### config.mk
export PLATFORM = sky130hd
export DESIGN_NAME = writeback_arbiter
export DESIGN_NICKNAME = d
export VERILOG_FILES = /design/src/rtl/writeback_arbiter.sv
export SDC_FILE = /design/constraint.sdc
export NUM_CORES = 1
export LEC_CHECK = 0
export ABC_AREA = 1
export BUFFER_PORTS_ARGS = -buffer_cell sky130_fd_sc_hd__buf_2
export CAP_MARGIN = 5
export CORE_MARGIN = 4
export CORE_UTILIZATION = 50
export CTS_BUF_LIST = sky130_fd_sc_hd__clkbuf_16
export DETAILED_ROUTE_END_ITERATION = 7
export GPL_ROUTABILITY_DRIVEN = 0
export PLACE_DENSITY_LB_ADDON = 0.15
export SETUP_SLACK_MARGIN = 0.5
export SLEW_MARGIN = 20
export SYNTH_ARGS = -nofsm -noshare
export SYNTH_HDL_FRONTEND = slang
export SYNTH_SLANG_ARGS = --single-unit
### constraint.sdc
create_clock -name clock -period 2.55 [get_ports clock]
set_input_delay 0.51 -clock clock [delete_from_list [all_inputs] [get_ports clock]]
set_output_delay 0.51 -clock clock [all_outputs]
set_load 0.005 [all_outputs]
### src/rtl/writeback_arbiter.sv
// writeback_arbiter: owns the regfile write port. Chooses each cycle between
// the pipeline writeback and buffered multdiv results, tracks registers still
// waiting on a multdiv result, and drives registered regfile write controls.
module writeback_arbiter #(
  parameter int STARVE_LIMIT = 4
) (
  input  logic        clock,
  input  logic        reset,
  input  logic        wb_valid,
  input  logic [4:0]  wb_rd,
  input  logic [31:0] wb_data,
  output logic        wb_hold,
  input  logic        md_start,
  input  logic [4:0]  md_rd,
  output logic        md_ready,
  input  logic        md_resultRDY,
  input  logic [31:0] md_result,
  input  logic [4:0]  chk_rs1,
  input  logic [4:0]  chk_rs2,
  input  logic [4:0]  chk_rd,
  output logic        stall_hazard,
  output logic        ctrl_writeEnable,
  output logic [4:0]  ctrl_writeReg,
  output logic [31:0] data_writeReg
);

  localparam logic [2:0] STARVE_MAX = 3'(STARVE_LIMIT);

  // State
  logic        inflight_q, inflight_d;
  logic [4:0]  inflight_rd_q, inflight_rd_d;
  logic [1:0]  count_q, count_d;
  logic        rd_ptr_q, rd_ptr_d;
  logic        wr_ptr_q, wr_ptr_d;
  logic [31:0] pending_q, pending_d;
  logic [2:0]  starve_q, starve_d;
  logic        we_q, we_d;
  logic [4:0]  wreg_q, wreg_d;
  logic [31:0] wdata_q, wdata_d;

  // FIFO storage (contents need no reset; count qualifies them)
  logic [4:0]  fifo_rd_q   [2];
  logic [31:0] fifo_data_q [2];

  // Per-cycle decisions
  logic        issue;
  logic        push;
  logic        pop;
  logic        force_drain;
  logic        wb_ok;
  logic        sel_pipe;
  logic [4:0]  head_rd;
  logic [31:0] head_data;

  // Arbitration, scoreboard and next-state computation
  always_comb begin
    head_rd     = fifo_rd_q[rd_ptr_q];
    head_data   = fifo_data_q[rd_ptr_q];

    md_ready    = !inflight_q && (count_q < 2'd2) &&
                  ((md_rd == 5'd0) || !pending_q[md_rd]);
    issue       = md_start && md_ready;
    push        = md_resultRDY && inflight_q;

    force_drain = (count_q != 2'd0) && (starve_q == STARVE_MAX);
    wb_ok       = wb_valid && (wb_rd != 5'd0);
    sel_pipe    = !force_drain && wb_ok;
    pop         = !sel_pipe && (count_q != 2'd0);
    // A held pipeline write only happens when a forced drain beats it.
    wb_hold     = force_drain && wb_ok;

    inflight_d    = inflight_q;
    inflight_rd_d = inflight_rd_q;
    if (push) begin
      inflight_d = 1'b0;
    end
    if (issue) begin
      inflight_d    = 1'b1;
      inflight_rd_d = md_rd;
    end

    wr_ptr_d = push ? ~wr_ptr_q : wr_ptr_q;
    rd_ptr_d = pop  ? ~rd_ptr_q : rd_ptr_q;
    case ({push, pop})
      2'b10:   count_d = count_q + 2'd1;
      2'b01:   count_d = count_q - 2'd1;
      default: count_d = count_q;
    endcase

    // The popped rd is always pending (unless r0), and issue requires md_rd
    // not pending, so the clear and set below never target the same bit.
    pending_d = pending_q;
    if (pop && (head_rd != 5'd0)) begin
      pending_d[head_rd] = 1'b0;
    end
    if (issue && (md_rd != 5'd0)) begin
      pending_d[md_rd] = 1'b1;
    end

    starve_d = starve_q;
    if (pop || (count_q == 2'd0)) begin
      starve_d = 3'd0;
    end else if (sel_pipe && (starve_q < STARVE_MAX)) begin
      starve_d = starve_q + 3'd1;
    end

    we_d    = 1'b0;
    wreg_d  = 5'd0;
    wdata_d = 32'd0;
    if (sel_pipe) begin
      we_d    = 1'b1;
      wreg_d  = wb_rd;
      wdata_d = wb_data;
    end else if (pop && (head_rd != 5'd0)) begin
      we_d    = 1'b1;
      wreg_d  = head_rd;
      wdata_d = head_data;
    end
  end

  // Hazard check for the instruction in decode (RAW and WAW)
  always_comb begin
    stall_hazard = ((chk_rs1 != 5'd0) && pending_q[chk_rs1]) ||
                   ((chk_rs2 != 5'd0) && pending_q[chk_rs2]) ||
                   ((chk_rd  != 5'd0) && pending_q[chk_rd]);
  end

  // Control state registers with asynchronous active-low reset
  always_ff @(posedge clock or negedge reset) begin
    if (!reset) begin
      inflight_q    <= 1'b0;
      inflight_rd_q <= 5'd0;
      count_q       <= 2'd0;
      rd_ptr_q      <= 1'b0;
      wr_ptr_q      <= 1'b0;
      pending_q     <= 32'd0;
      starve_q      <= 3'd0;
      we_q          <= 1'b0;
      wreg_q        <= 5'd0;
      wdata_q       <= 32'd0;
    end else begin
      inflight_q    <= inflight_d;
      inflight_rd_q <= inflight_rd_d;
      count_q       <= count_d;
      rd_ptr_q      <= rd_ptr_d;
      wr_ptr_q      <= wr_ptr_d;
      pending_q     <= pending_d;
      starve_q      <= starve_d;
      we_q          <= we_d;
      wreg_q        <= wreg_d;
      wdata_q       <= wdata_d;
    end
  end

  // FIFO storage write on a multdiv result push
  always_ff @(posedge clock) begin
    if (push) begin
      fifo_rd_q[wr_ptr_q]   <= inflight_rd_q;
      fifo_data_q[wr_ptr_q] <= md_result;
    end
  end

  assign ctrl_writeEnable = we_q;
  assign ctrl_writeReg    = wreg_q;
  assign data_writeReg    = wdata_q;

endmodule
== Word-level counts from Yosys, hierarchy flattened ==
Memory sizes are Yosys's and may differ from the RTL's.
Cells that the tools add are included.

* Bits in registers: 83
* Bits in writable memories: 74
* Bits of input ports: 94
* Output and inout bits: 41
* Logic and storage cells: 96
* Memories: 2

{| class="wikitable"
|+ Memory list
! name !! depth !! bits a word !! read ports !! clocked after Yosys merged registers in !! write ports !! RTL line !! source
|-
| fifo_data_q || 2 || 32 || 1 || 0 || 1 || 43 || <nowiki>logic [31:0] fifo_data_q [2];</nowiki>
|-
| fifo_rd_q || 2 || 5 || 1 || 0 || 1 || 42 || <nowiki>logic [4:0] fifo_rd_q [2];</nowiki>
|}

* Add/subtract/negate cells: 3
* Order comparisons: 9
* Eq/ne operators: 3
* Muxes and demuxes: 27
* Bitwise operators: 5
* Reductions and logical operators: 37

{| class="wikitable"
|+ Operators with widths
! cell !! number
|-
| $mux 32 || 4
|-
| $and 32x32->32 || 1
|-
| $not 32->32 || 1
|-
| $or 32x32->32 || 1
|-
| $lt 5x6->1 const B || 5
|-
| $reduce_bool 5->1 || 6
|-
| $bmux 1 s5 || 4
|-
| $logic_and 1x1->1 || 17
|-
| $mux 1 || 12
|-
| $demux 1 s5 || 2
|-
| $ge 5x1->1 const B || 2
|-
| $mux 5 || 2
|-
| $reduce_bool 2->1 || 4
|-
| $mux 3 || 2
|-
| $logic_not 5->1 || 1
|-
| $logic_not 1->1 || 4
|-
| $logic_or 1x1->1 || 4
|-
| $pmux 2 s2 || 1
|-
| $add 3x1->3 const B || 1
|-
| $eq 3x3->1 const B || 1
|-
| $lt 3x3->1 const B || 1
|-
| $add 2x1->2 const B || 1
|-
| $eq 2x1->1 const B || 1
|-
| $eq 2x2->1 const B || 1
|-
| 4 further kinds || 5
|}

== Longest topological paths before layout ==
* Depth in word-level cells: 10
* Depth in mapped cells: 14
* Mapped depth without buffers: 13

== Least setup slack after synthesis ==
No wires, ideal clock.

* Path type: input port to flip-flop
* Start: input md_resultRDY
* End: memory fifo_data_q[0][0], enable pin
* Library setup time: 0.431 ns
* Arrival time: 2.185 ns
* Data required time: 2.119 ns
* Setup slack: -0.066 ns
* Stages on the path: 2
* Path buffers: 0
* Cell sequence: nand2_1 -> nor2_1

* Longest elaborated chain between the ends: 3

{| class="wikitable"
|+ RTL lines
! item !! RTL line !! source
|-
| from (decl) || 16 || <nowiki>input logic md_resultRDY,</nowiki>
|-
| $logic_and 1x1->1 || 63 || <nowiki>push = md_resultRDY && inflight_q;</nowiki>
|-
| $mux 1 || 157 || <nowiki>if (push) begin</nowiki>
|-
| $mux 1 (implied by the code) || 159 || <nowiki>fifo_data_q[wr_ptr_q] <= md_result;</nowiki>
|-
| to (decl) || 43 ||
|}

No other way between the ends.

== Final worst setup path ==
* Start: register pending_q[19]
* End: output md_ready

* Longest elaborated chain between the ends: 5

{| class="wikitable"
|+ RTL lines
! item !! RTL line !! source
|-
| from (decl) || 35 || <nowiki>logic [31:0] pending_q, pending_d;</nowiki>
|-
| from (signal assigned) || 147 || <nowiki>pending_q <= pending_d;</nowiki>
|-
| $bmux 1 s5 || 61 || <nowiki>((md_rd == 5'd0) || !pending_q[md_rd]);</nowiki>
|-
| $mux 1 (implied by the code) || 61 ||
|-
| $logic_not 1->1 || 61 ||
|-
| $logic_or 1x1->1 || 61 ||
|-
| $logic_and 1x1->1 || 60 || <nowiki>md_ready = !inflight_q && (count_q < 2'd2) &&</nowiki>
|-
| to (decl) || 15 || <nowiki>output logic md_ready,</nowiki>
|}

No other way between the ends. The select of a mux whose other input is x is not followed.

==> results.yml <==
run_status:
  outcome: "completed"
timing:
  fmax_mhz: 438
  whs_ps: 80.8
  fin_crit_ps: 2280
  rsz0062_at_grt: "yes"
  worstMarginPinSlew_ps: 556
  hold_viol_final: 0
  finalSetupViolations: 0
  skew_ps: 6.56
  drv_slew: 0
  slew_headroom_pct: 62.9
  setup_tns_ps: 0
  finalCritPeriodShare_pct: 89.6
route:
  dr.max_layer_used: "met5"
  drc: 0
  drt-initial-drc-count: 482
  antenna_left: 0
  avgViaCountPerCell: 5.42
  wl_met3_um: 1620
  met2_length_um: 9150
  dr.pass1.iters: 6
  met1_length_um: 8800
  vias: 6456
  avgRoutedWirePerCell_um: 16.8
  routed_wirelength_um: 20000
setup_path:
  end_kind: "output port"
  worst-r2r-cell-count: 9
  crit_path_start_kind: "register"
  required_ps: 2040
  critPathMaxFanout: 5
  critPathKind: "reg2out"
  arrival_ps: 1770
global_routing:
  antenna_found_initial: 2
  grt_use_total_pct: 23.2
  grt_max_degree: 44
  grt_overflow: 0
  grt_pass1_vias: 6029
  grt_pass1_wl_um: 31800
floorplan:
  pin_count: 135
  die_area_mm2: 0.0173
  core_area_mm2: 0.0148
  die_y_um: 132
  die_w_um: 132
  initial_core_util_pct: 51.8
  rows: 44
power:
  powerDensity_mw_per_mm2: 1030
  p_int_w: 0.00626
  vdd_ir_drop_max_v: 0.000614
  p_leak_nw: 4.25
  seq_power_share_pct: 40.1
  switchingPower_w: 0.00354
  swShare_pct: 36.1
  p_comb_share_pct: 34.2
  power.share.clock_pct: 25.7
synthesis:
  ys_top_cells_by_area: "edfxtp_1 (29%), dfrtp_1 (27%), nand2_1 (10%)"
  avgSynthCellArea_um2: 9.17
  synth_edf_count: 74
  synth_commonest_cells: "nand2_1 (209), nor2_1 (98), dfrtp_1 (83)"
  yosysSeqAreaShare_pct: 56.3
  synthArstFlopShare_pct: 52.9
  syn_area_mm2: 0.00764
  yosysTopAreaCell: "edfxtp_1"
  syn_nets: 930
  yosysMostFrequentCell: "nand2_1"
  synth_seq_cells: 157
  yosysWarnings: 0
  synth_top_area_share_pct: 29.1
  ys.flop_type: "dfrtp_1"
  ys_types: 35
  syn_inst: 833
layout:
  nets: 1090
  final_cells: 1191
  area_growth_pct: 24.0
  drive_gt1_share_pct: 29.9
  final_cell_area_mm2: 0.00948
place:
  io_buffers: 134
  hpwl_um: 14200
  dp.cells: 1147
  place_area_mm2: 0.00867
clock_tree:
  h-tree-depth: 4
  clkSinkCount: 157
  clock_path_buffers: 2
  cts_tree: "done"
  cts_inserted_buffers: 17
  clkLatencyLatePin_ps: 420
  clk_pin_slew_ps: 60
  clockRootBuffer: "clkbuf_16"
worst_hold_path:
  hold_path.class: "in2async"
flow_run:
  cap_violations: 0
==> layout by cell type (no fill, tap or decap), types with 4 or more instances in the layout <==
cell	n
a21boi_0	11
a21oi_1	50
buf_12	4
buf_2	130
buf_4	39
clkbuf_16	18
clkinv_1	4
clkinv_4	4
dfrtp_1	70
dfrtp_2	13
edfxtp_1	74
inv_1	40
inv_2	24
inv_6	4
nand2_1	205
nand2_2	4
nand3_1	23
nand4_1	6
nor2_1	92
nor2_2	5
nor3_1	9
o211ai_1	9
o21ai_0	46
o21ai_1	10
o21bai_2	30
o22ai_1	5
o31ai_1	32
or2_1	5
==> metrics by stage <==
step / power, W / util (%) / worst slack [ps]
after global placement: 0.00696 / 58.8 / 260
after CTS: 0.00963 / 63.3 / 270
after detailed placement: 0.00700 / 58.8 / 181
after floorplan: 0.00577 / - / -66.2
final: 0.00980 / 64.2 / 266
after global routing: 0.0104 / 64.2 / 181
==> metal layers <==
layer  track usage, %  vias to the layer above
met4             7.76                        2
met1             32.2                     3012
li1                 -                     3151
met2             35.2                      258
met3             6.69                       33
met5                0                        -
==> worst paths after layout <==
path / start / to / slack, ps
max in group asynchronous: reset / pending_q[26] / 1810
setup / recovery: pending_q[19] / md_ready / 270
min in group clock: md_resultRDY / inflight_q / 260
hold reg to reg: pending_q[0] / pending_q[0] / 440
hold / removal: reset / data_writeReg[9] / 80
setup reg to reg: rd_ptr_q / pending_q[16] / 640
==> registers in the layout, indices dropped and copies added, names as in the netlist <==
| register | cells |
|---|---|
| ctrl_writeEnable | 1 |
| data_writeReg | 32 |
| fifo_rd_q | 10 |
| ctrl_writeReg | 5 |
| rd_ptr_q | 1 |
| pending_q | 32 |
| fifo_data_q | 64 |
| count_q | 2 |
| wr_ptr_q | 1 |
| inflight_q | 1 |
| starve_q | 3 |
| inflight_rd_q | 5 |
==> power groups by stage <==
stage	sequential [W]	combinational, W	clock (W)
after floorplan	0.00374	0.00203	0
after global routing	0.00399	0.00371	0.00267
after global placement	0.00394	0.00303	0
final	0.00393	0.00335	0.00251
after detailed placement	0.00393	0.00307	0
after CTS	0.00391	0.00317	0.00255
==> cell type report <==
| type | instances | area [um^2] |
|---|---|---|
| Fill cell | 1244 | 5280 |
| Inverter | 67 | 263 |
| Timing Repair Buffer | 175 | 1040 |
| Multi-Input combinational cell | 575 | 3030 |
| Clock inverter | 14 | 144 |
| Antenna cell | 1 | 2.50 |
| Sequential cell | 157 | 4320 |
| Clock buffer | 18 | 450 |
| Tap cell | 184 | 230 |
==> worst max-delay path: stages (launching register included) <==
cell	delay, ps
dfrtp_2	460
nand2_1	90
nand2_1	50
nand2_1	50
nand2_1	50
nand2_1	70
nand2_2	60
nor2_1	100
nand3_1	100
a21boi_1	170
buf_2	150
==> cell families (layout without fill, tap and decap cells) <==
group | after synthesis | after routing | synth area share (%)
compound gates | 205 | 205 | 18.0
xor+xnor | 4 | 4 | 0.459
buf+inv | 101 | 274 | 5.40
simple gates | 363 | 363 | 19.4
other cells | 0 | 1 | 0
flops | 157 | 157 | 56.3
fa+ha+maj | 3 | 3 | 0.491
==> what timing repair did <==
action,CTS,global route
gates cloned,0,0
pin swaps,1,9
hold buffers,0,0
buffers inserted,5,6
gates resized for setup,26,33
endpoints found under the setup margin,37,57
hold endpoints to repair,0,0
No activity file was read; power rests on OpenSTA's default activity.
